`config.mk`:
```
export PLATFORM = sky130hd
export DESIGN_NAME = mips_issue_queue
export DESIGN_NICKNAME = d
export VERILOG_FILES = /design/src/rtl/mips_ss_pkg.sv /design/src/rtl/issue_queue_store.sv /design/src/rtl/mips_issue_queue.sv
export SDC_FILE = /design/constraint.sdc
export NUM_CORES = 1
export LEC_CHECK = 0
export CAP_MARGIN = 20
export CORE_ASPECT_RATIO = 2
export CORE_MARGIN = 5
export CORE_UTILIZATION = 40
export CTS_BUF_LIST = sky130_fd_sc_hd__clkbuf_4
export DETAILED_ROUTE_END_ITERATION = 7
export GPL_TIMING_DRIVEN = 0
export PLACE_DENSITY = 0.55
export SLEW_MARGIN = 10
export SYNTH_ARGS = -nofsm -noshare
export SYNTH_HDL_FRONTEND = slang
export SYNTH_SLANG_ARGS = --single-unit
```
`constraint.sdc`:
```
create_clock -name clk -period 18.17 [get_ports clk]
set_input_delay 3.634 -clock clk [delete_from_list [all_inputs] [get_ports clk]]
set_output_delay 3.634 -clock clk [all_outputs]
set_load 0.01 [all_outputs]
```
`src/rtl/mips_ss_pkg.sv`:
```
// Shared types, widths and helpers for the superscalar MIPS front end.
package mips_ss_pkg;

    localparam int INST_W = 32;
    localparam int PC_W   = 32;

    localparam logic [INST_W-1:0] NOP_INST = 32'h0;

    typedef struct packed {
        logic [INST_W-1:0] inst;
        logic [PC_W-1:0]   pc;
    } iq_entry_t;

    // Storage index width; pointers carry one extra wrap bit.
    function automatic int idx_w(input int depth);
        return $clog2(depth);
    endfunction

    function automatic int ptr_w(input int depth);
        return $clog2(depth) + 1;
    endfunction

    // Width needed to hold the values 0..n inclusive.
    function automatic int cnt_w(input int n);
        return $clog2(n + 1);
    endfunction

endpackage

```
`src/rtl/issue_queue_store.sv`:
```
// Register array for the issue queue: FETCH_W indexed write ports and
// ISSUE_W combinational read ports starting at rd_base, wrapping modulo DEPTH.
module issue_queue_store
    import mips_ss_pkg::*;
#(
    parameter int DEPTH   = 8,
    parameter int FETCH_W = 2,
    parameter int ISSUE_W = 2,
    localparam int IW     = idx_w(DEPTH)
) (
    input  logic                         clk,
    input  logic [FETCH_W-1:0]           wr_en,
    input  logic [FETCH_W-1:0][IW-1:0]   wr_idx,
    input  iq_entry_t [FETCH_W-1:0]      wr_data,
    input  logic [IW-1:0]                rd_base,
    output iq_entry_t [ISSUE_W-1:0]      rd_data
);

    iq_entry_t mem [DEPTH];

    // NOTE: storage has no reset; entry validity comes from the queue's count,
    // so stale contents are never observable.
    always_ff @(posedge clk) begin
        for (int k = 0; k < FETCH_W; k++) begin
            if (wr_en[k]) begin
                mem[wr_idx[k]] <= wr_data[k];
            end
        end
    end

    always_comb begin
        logic [IW-1:0] rd_idx;
        for (int k = 0; k < ISSUE_W; k++) begin
            rd_idx     = rd_base + IW'(k);
            rd_data[k] = mem[rd_idx];
        end
    end

endmodule

```
`src/rtl/mips_issue_queue.sv`:
```
// In-order fetch-to-decode instruction queue of the superscalar MIPS core.
// Define ISSUEQ_BYPASS_EN to let a bundle arriving at an empty queue issue in the same cycle.
module mips_issue_queue
    import mips_ss_pkg::*;
#(
    parameter int FETCH_W = 2,
    parameter int ISSUE_W = 2,
    parameter int DEPTH   = 8
) (
    input  logic                         clk,
    input  logic                         rst,
    input  logic                         fetch_valid,
    input  logic [INST_W*FETCH_W-1:0]    fetch_inst,
    input  logic [PC_W-1:0]              fetch_pc,
    input  logic [cnt_w(FETCH_W)-1:0]    fetch_cnt,
    output logic                         fetch_ready,
    output logic [ISSUE_W-1:0]           issue_valid,
    output logic [INST_W*ISSUE_W-1:0]    issue_inst,
    output logic [PC_W*ISSUE_W-1:0]      issue_pc,
    input  logic [cnt_w(ISSUE_W)-1:0]    issue_take,
    input  logic                         flush,
    output logic [cnt_w(DEPTH)-1:0]      occupancy
);

    localparam int PW = ptr_w(DEPTH);
    localparam int IW = idx_w(DEPTH);
    localparam int CW = cnt_w(DEPTH);
    localparam int FW = cnt_w(FETCH_W);

    logic [PW-1:0] head, tail;
    logic [CW-1:0] count;

    logic          accept, bypass;
    logic [CW-1:0] fetch_n, push_cnt, take_req, avail, pop_cnt, direct_pop;

    iq_entry_t [FETCH_W-1:0]       wr_data;
    logic [FETCH_W-1:0]            wr_en;
    logic [FETCH_W-1:0][IW-1:0]    wr_idx;
    iq_entry_t [ISSUE_W-1:0]       rd_data;

    always_comb begin
        fetch_ready = (CW'(DEPTH) - count) >= CW'(FETCH_W);
        accept      = fetch_valid && fetch_ready && !flush && !rst;
        fetch_n     = (fetch_cnt > FW'(FETCH_W)) ? CW'(FETCH_W) : CW'(fetch_cnt);
        push_cnt    = accept ? fetch_n : '0;
        take_req    = CW'(issue_take);
`ifdef ISSUEQ_BYPASS_EN
        bypass      = accept && (count == '0);
`else
        bypass      = 1'b0;
`endif
        // While bypassing, the arriving bundle is what decode sees.
        avail       = bypass ? push_cnt : count;
        pop_cnt     = (take_req > avail) ? avail : take_req;
        direct_pop  = bypass ? pop_cnt : '0;
    end

    // Slots consumed directly by a bypass are skipped; tail still advances past them.
    always_comb begin
        for (int k = 0; k < FETCH_W; k++) begin
            wr_data[k].inst = fetch_inst[INST_W*k +: INST_W];
            wr_data[k].pc   = fetch_pc + PC_W'(4 * k);
            wr_idx[k]       = tail[IW-1:0] + IW'(k);
            wr_en[k]        = (CW'(k) < push_cnt) && (CW'(k) >= direct_pop);
        end
    end

    issue_queue_store #(
        .DEPTH   (DEPTH),
        .FETCH_W (FETCH_W),
        .ISSUE_W (ISSUE_W)
    ) u_store (
        .clk     (clk),
        .wr_en   (wr_en),
        .wr_idx  (wr_idx),
        .wr_data (wr_data),
        .rd_base (head[IW-1:0]),
        .rd_data (rd_data)
    );

    // NOTE: every output gets a default first so no path leaves it unassigned (no latches).
    always_comb begin
        for (int k = 0; k < ISSUE_W; k++) begin
            issue_valid[k]               = 1'b0;
            issue_inst[INST_W*k +: INST_W] = NOP_INST;
            issue_pc[PC_W*k +: PC_W]     = '0;
            if (CW'(k) < count) begin
                issue_valid[k]               = 1'b1;
                issue_inst[INST_W*k +: INST_W] = rd_data[k].inst;
                issue_pc[PC_W*k +: PC_W]     = rd_data[k].pc;
            end
`ifdef ISSUEQ_BYPASS_EN
            else if (bypass && (CW'(k) < push_cnt)) begin
                issue_valid[k]               = 1'b1;
                issue_inst[INST_W*k +: INST_W] = wr_data[k].inst;
                issue_pc[PC_W*k +: PC_W]     = wr_data[k].pc;
            end
`endif
        end
    end

    // NOTE: state registers use non-blocking assignments so all updates see pre-edge values.
    always_ff @(posedge clk) begin
        if (rst || flush) begin
            head  <= '0;
            tail  <= '0;
            count <= '0;
        end else begin
            head  <= head + PW'(pop_cnt);
            tail  <= tail + PW'(push_cnt);
            count <= count + push_cnt - pop_cnt;
        end
    end

    assign occupancy = count;

    // Decode asking for more than is presented is clamped above; flag it in simulation.
    always @(posedge clk) begin
        if (!rst && !flush) begin
            assert (take_req <= avail)
            else $warning("issue_take %0d clamped to %0d", take_req, avail);
        end
    end

endmodule

```
==> metrics.yaml <==
sta:
  finalSetupViolCount: 0
  relSlewSlack: 0.220
  fmax_mhz: 113
  finalMaxSlewViolations: 0
  hold_violations: 0
  fin_crit_sh: 0.487
  setup_slack_ns: 9.33
  skew_ns: 0.0593
  setup_tns_ns: 0
  fin_crit_ns: 8.84
  rsz0062_at_grt: "false"
  worst_slew_pin_slew_ns: 1.17
floorplanning:
  core_area_um2: 78200
  ios: 239
  die-width_um: 209
  num_rows: 145
  die-area_um2: 84900
  chipHeight_um: 407
  start_util: 0.404
cts:
  ctsHoldBuffers: 0
  clockBufferDepth: 3
  cts-resized-gates: 0
  clock_latency_ns: 1.02
  cts_tree: "yes"
  clock_sinks: 522
  cts_setup_buffers: 0
  ctsHtreeMaxLevel: 3
  cts_buffers: 120
  root_buffer: "clkbuf_4"
  clkTransAtPathRegs_ns: 0.08
power:
  p_sw_frac: 0.366
  total_switching_power_mw: 1.47
  p_seq_frac: 0.341
  p_int_mw: 2.54
  p_leak_nw: 13.1
  pwr-share-comb: 0.421
  p_per_area_nw_per_um2: 108
  power_frac_clock: 0.237
  vdd_drop_max_v: 0.0000812
routing:
  drt_iter0_markers: 2601
  first_pass_iters: 6
  detail-route-antenna-nets: 0
  drc: 0
  routedWlPerCell_um: 28.3
  avgViaCountPerCell: 5.80
  vias: 24841
  wl_um: 121000
  dr_wl_met2_um: 63900
  wl_met1_um: 40200
  routed.top_layer: "met5"
  met3_length_um: 10400
synthesis:
  synthCells: 2821
  syn-cell-area_um2: 31600
  ys.flop_type: "edfxtp_1"
  synth_nets: 2944
  yosys_warnings: 0
  synth_top_area_frac: 0.487
  ys_types: 42
  synth-edff-count: 512
  ys_seq_elements: 522
  ys_seq_area_frac: 0.494
  synth_area_leaders: "edfxtp_1, mux4_2, nand2_1"
  async_flop_share: 0
  yosys.area.top_type: "edfxtp_1"
  syn_avg_cell_area_um2: 11.2
critical_path:
  r2r_slack_ns: 13.73
  crit_path_start_kind: "flop"
  crit_path_end_kind: "primary output"
  crit_type: "flop to primary output"
  reg2reg_from: "occupancy[1]"
  reg2reg_depth: 13
  crit_required_ns: 14.54
  crit_fanout: 10
  r2r_end: "u_store.mem[7][56]"
  crit_arrival_ns: 5.21
status:
  status: "finished clean"
layout:
  fin_nets: 3279
  drive_above_1_share: 0.196
  regArea_um2: 15600
  area_growth_pct: 17.6
  n_fill_cell: 7153
  multi_input_area_um2: 14700
global_routing:
  grt_max_degree: 18
  grt_pass1_vias: 25625
  track_usage: 0.277
  antenna_found_initial: 14
  grt_pass1_wl_um: 172000
  overflow: 0
hold_path:
  holdPathEnd: "tail[0]"
  hp-start: "tail[0]"
  hp-class: "flop to flop"
  hold_depth: 2
run:
  max_cap_viol_count: 0
place:
  pre_cts_ws_ns: 10.49
  hpwl_um: 87400
  gp_congestion: 0.898
  portBuffers: 167
## registers in the layout, summed over array words and instances (netlist names)
| name | count |
|---|---|
| head | 3 |
| u_store.mem | 512 |
| tail | 3 |
| occupancy | 4 |
## worst max-delay path by stage
| stage | startpoint | endpoint | cells after the start |
|---|---|---|---|
| CTS | head[0] | issue_pc[4] | 8 |
| finish | head[0] | issue_pc[4] | 8 |
| detailed placement | fetch_pc[3] | u_store.mem[1][26] | 9 |
| global placement | flush | u_store.mem[2][22] | 5 |
| floorplan | flush | u_store.mem[3][0] | 4 |
| global route | head[0] | issue_pc[4] | 8 |
## power by group through the flow
stage | clock network, mW | registers, mW | logic [mW]
final | 0.950 | 1.37 | 1.69
after global routing | 1.02 | 1.37 | 1.77
after CTS | 0.962 | 1.37 | 1.68
after detailed placement | 0 | 1.39 | 1.67
after global placement | 0 | 1.40 | 1.64
after floorplan | 0 | 1.39 | 0.865
## placed cells by master, fill, tap and decap left out, types with 4 or more instances in the layout
master / count
a21oi_1: 65
and2_1: 12
and4_1: 9
buf_1: 53
buf_12: 11
buf_16: 22
buf_2: 83
buf_4: 8
buf_6: 31
clkbuf_1: 110
clkbuf_4: 169
clkdlybuf4s50_1: 167
clkinv_1: 34
clkinv_2: 5
dfxtp_1: 10
diode_2: 11
edfxtp_1: 512
ha_1: 16
inv_1: 15
mux2i_1: 64
mux4_2: 256
nand2_1: 1042
nand2b_1: 4
nand3_1: 7
nand3_2: 4
nand4_1: 15
nor2_1: 190
nor2_2: 13
nor3_1: 16
nor3_4: 8
o21ai_0: 19
o21ai_4: 8
or2_2: 6
or3_1: 4
xnor2_1: 102
xor2_1: 125
## critical path, cell delays in order, from the launching register on
cell and delay (ns):
dfxtp_1 0.42, clkbuf_1 0.29, buf_2 0.47, clkbuf_1 0.74, clkbuf_1 0.90, mux4_2 0.38, mux2i_1 0.07, nor2_1 0.32
clkdlybuf4s50_1 0.61
## cell type report
| type | instances | share of cell area |
|---|---|---|
| antenna | 11 | 0.000742 |
| timing repair buffer | 213 | 0.0713 |
| clock inverter | 42 | 0.00583 |
| sequential | 522 | 0.420 |
| clock buffer | 168 | 0.0340 |
| multi-input combinational | 2006 | 0.396 |
| buffer | 276 | 0.0361 |
| tap | 1029 | 0.0347 |
| inverter | 17 | 0.00179 |
## stage by stage
stage	power, mW	hold WS, ns	utilization	area [um2]	cells
CTS	4.01	0.626	0.473	37000	4267
global route	4.16	0.672	0.474	37100	4277
global placement	3.04	0.592	0.441	34500	4017
finish	4.00	0.631	0.475	37100	4284
floorplan	2.26	0.569	-	31600	2821
detailed placement	3.07	0.604	0.454	35500	4057
## synth_stat cells (23+ instances only)
library cell and n:
edfxtp_1 512, buf_6 23, clkbuf_1 110, o21ai_0 27, mux4_2 256, buf_2 83, xnor2_1 103, nand2_1 1042
mux2i_1 64, xor2_1 126, a21oi_1 65, buf_1 53, nor2_1 190
## logic make-up (layout without fill, tap and decap cells)
logic type	after synthesis	count (layout)	synth area share
and+or+nand+nor	1342	1342	0.171
xor gates and xnor gates	229	229	0.0636
AOI/OAI and AO/OA	96	96	0.0155
buffers and inverters	293	716	0.0445
adders and majority gates	19	19	0.00825
muxes	320	320	0.203
other	0	11	0
DFF	522	522	0.494
## metal layers
metal  up-vias  global-route usage
met3       388              0.0614
met1     12377               0.298
met4         6               0.143
met2      1478               0.504
li1      10592                   -
met5         -                   0
(Power assumes the default switching activity.)
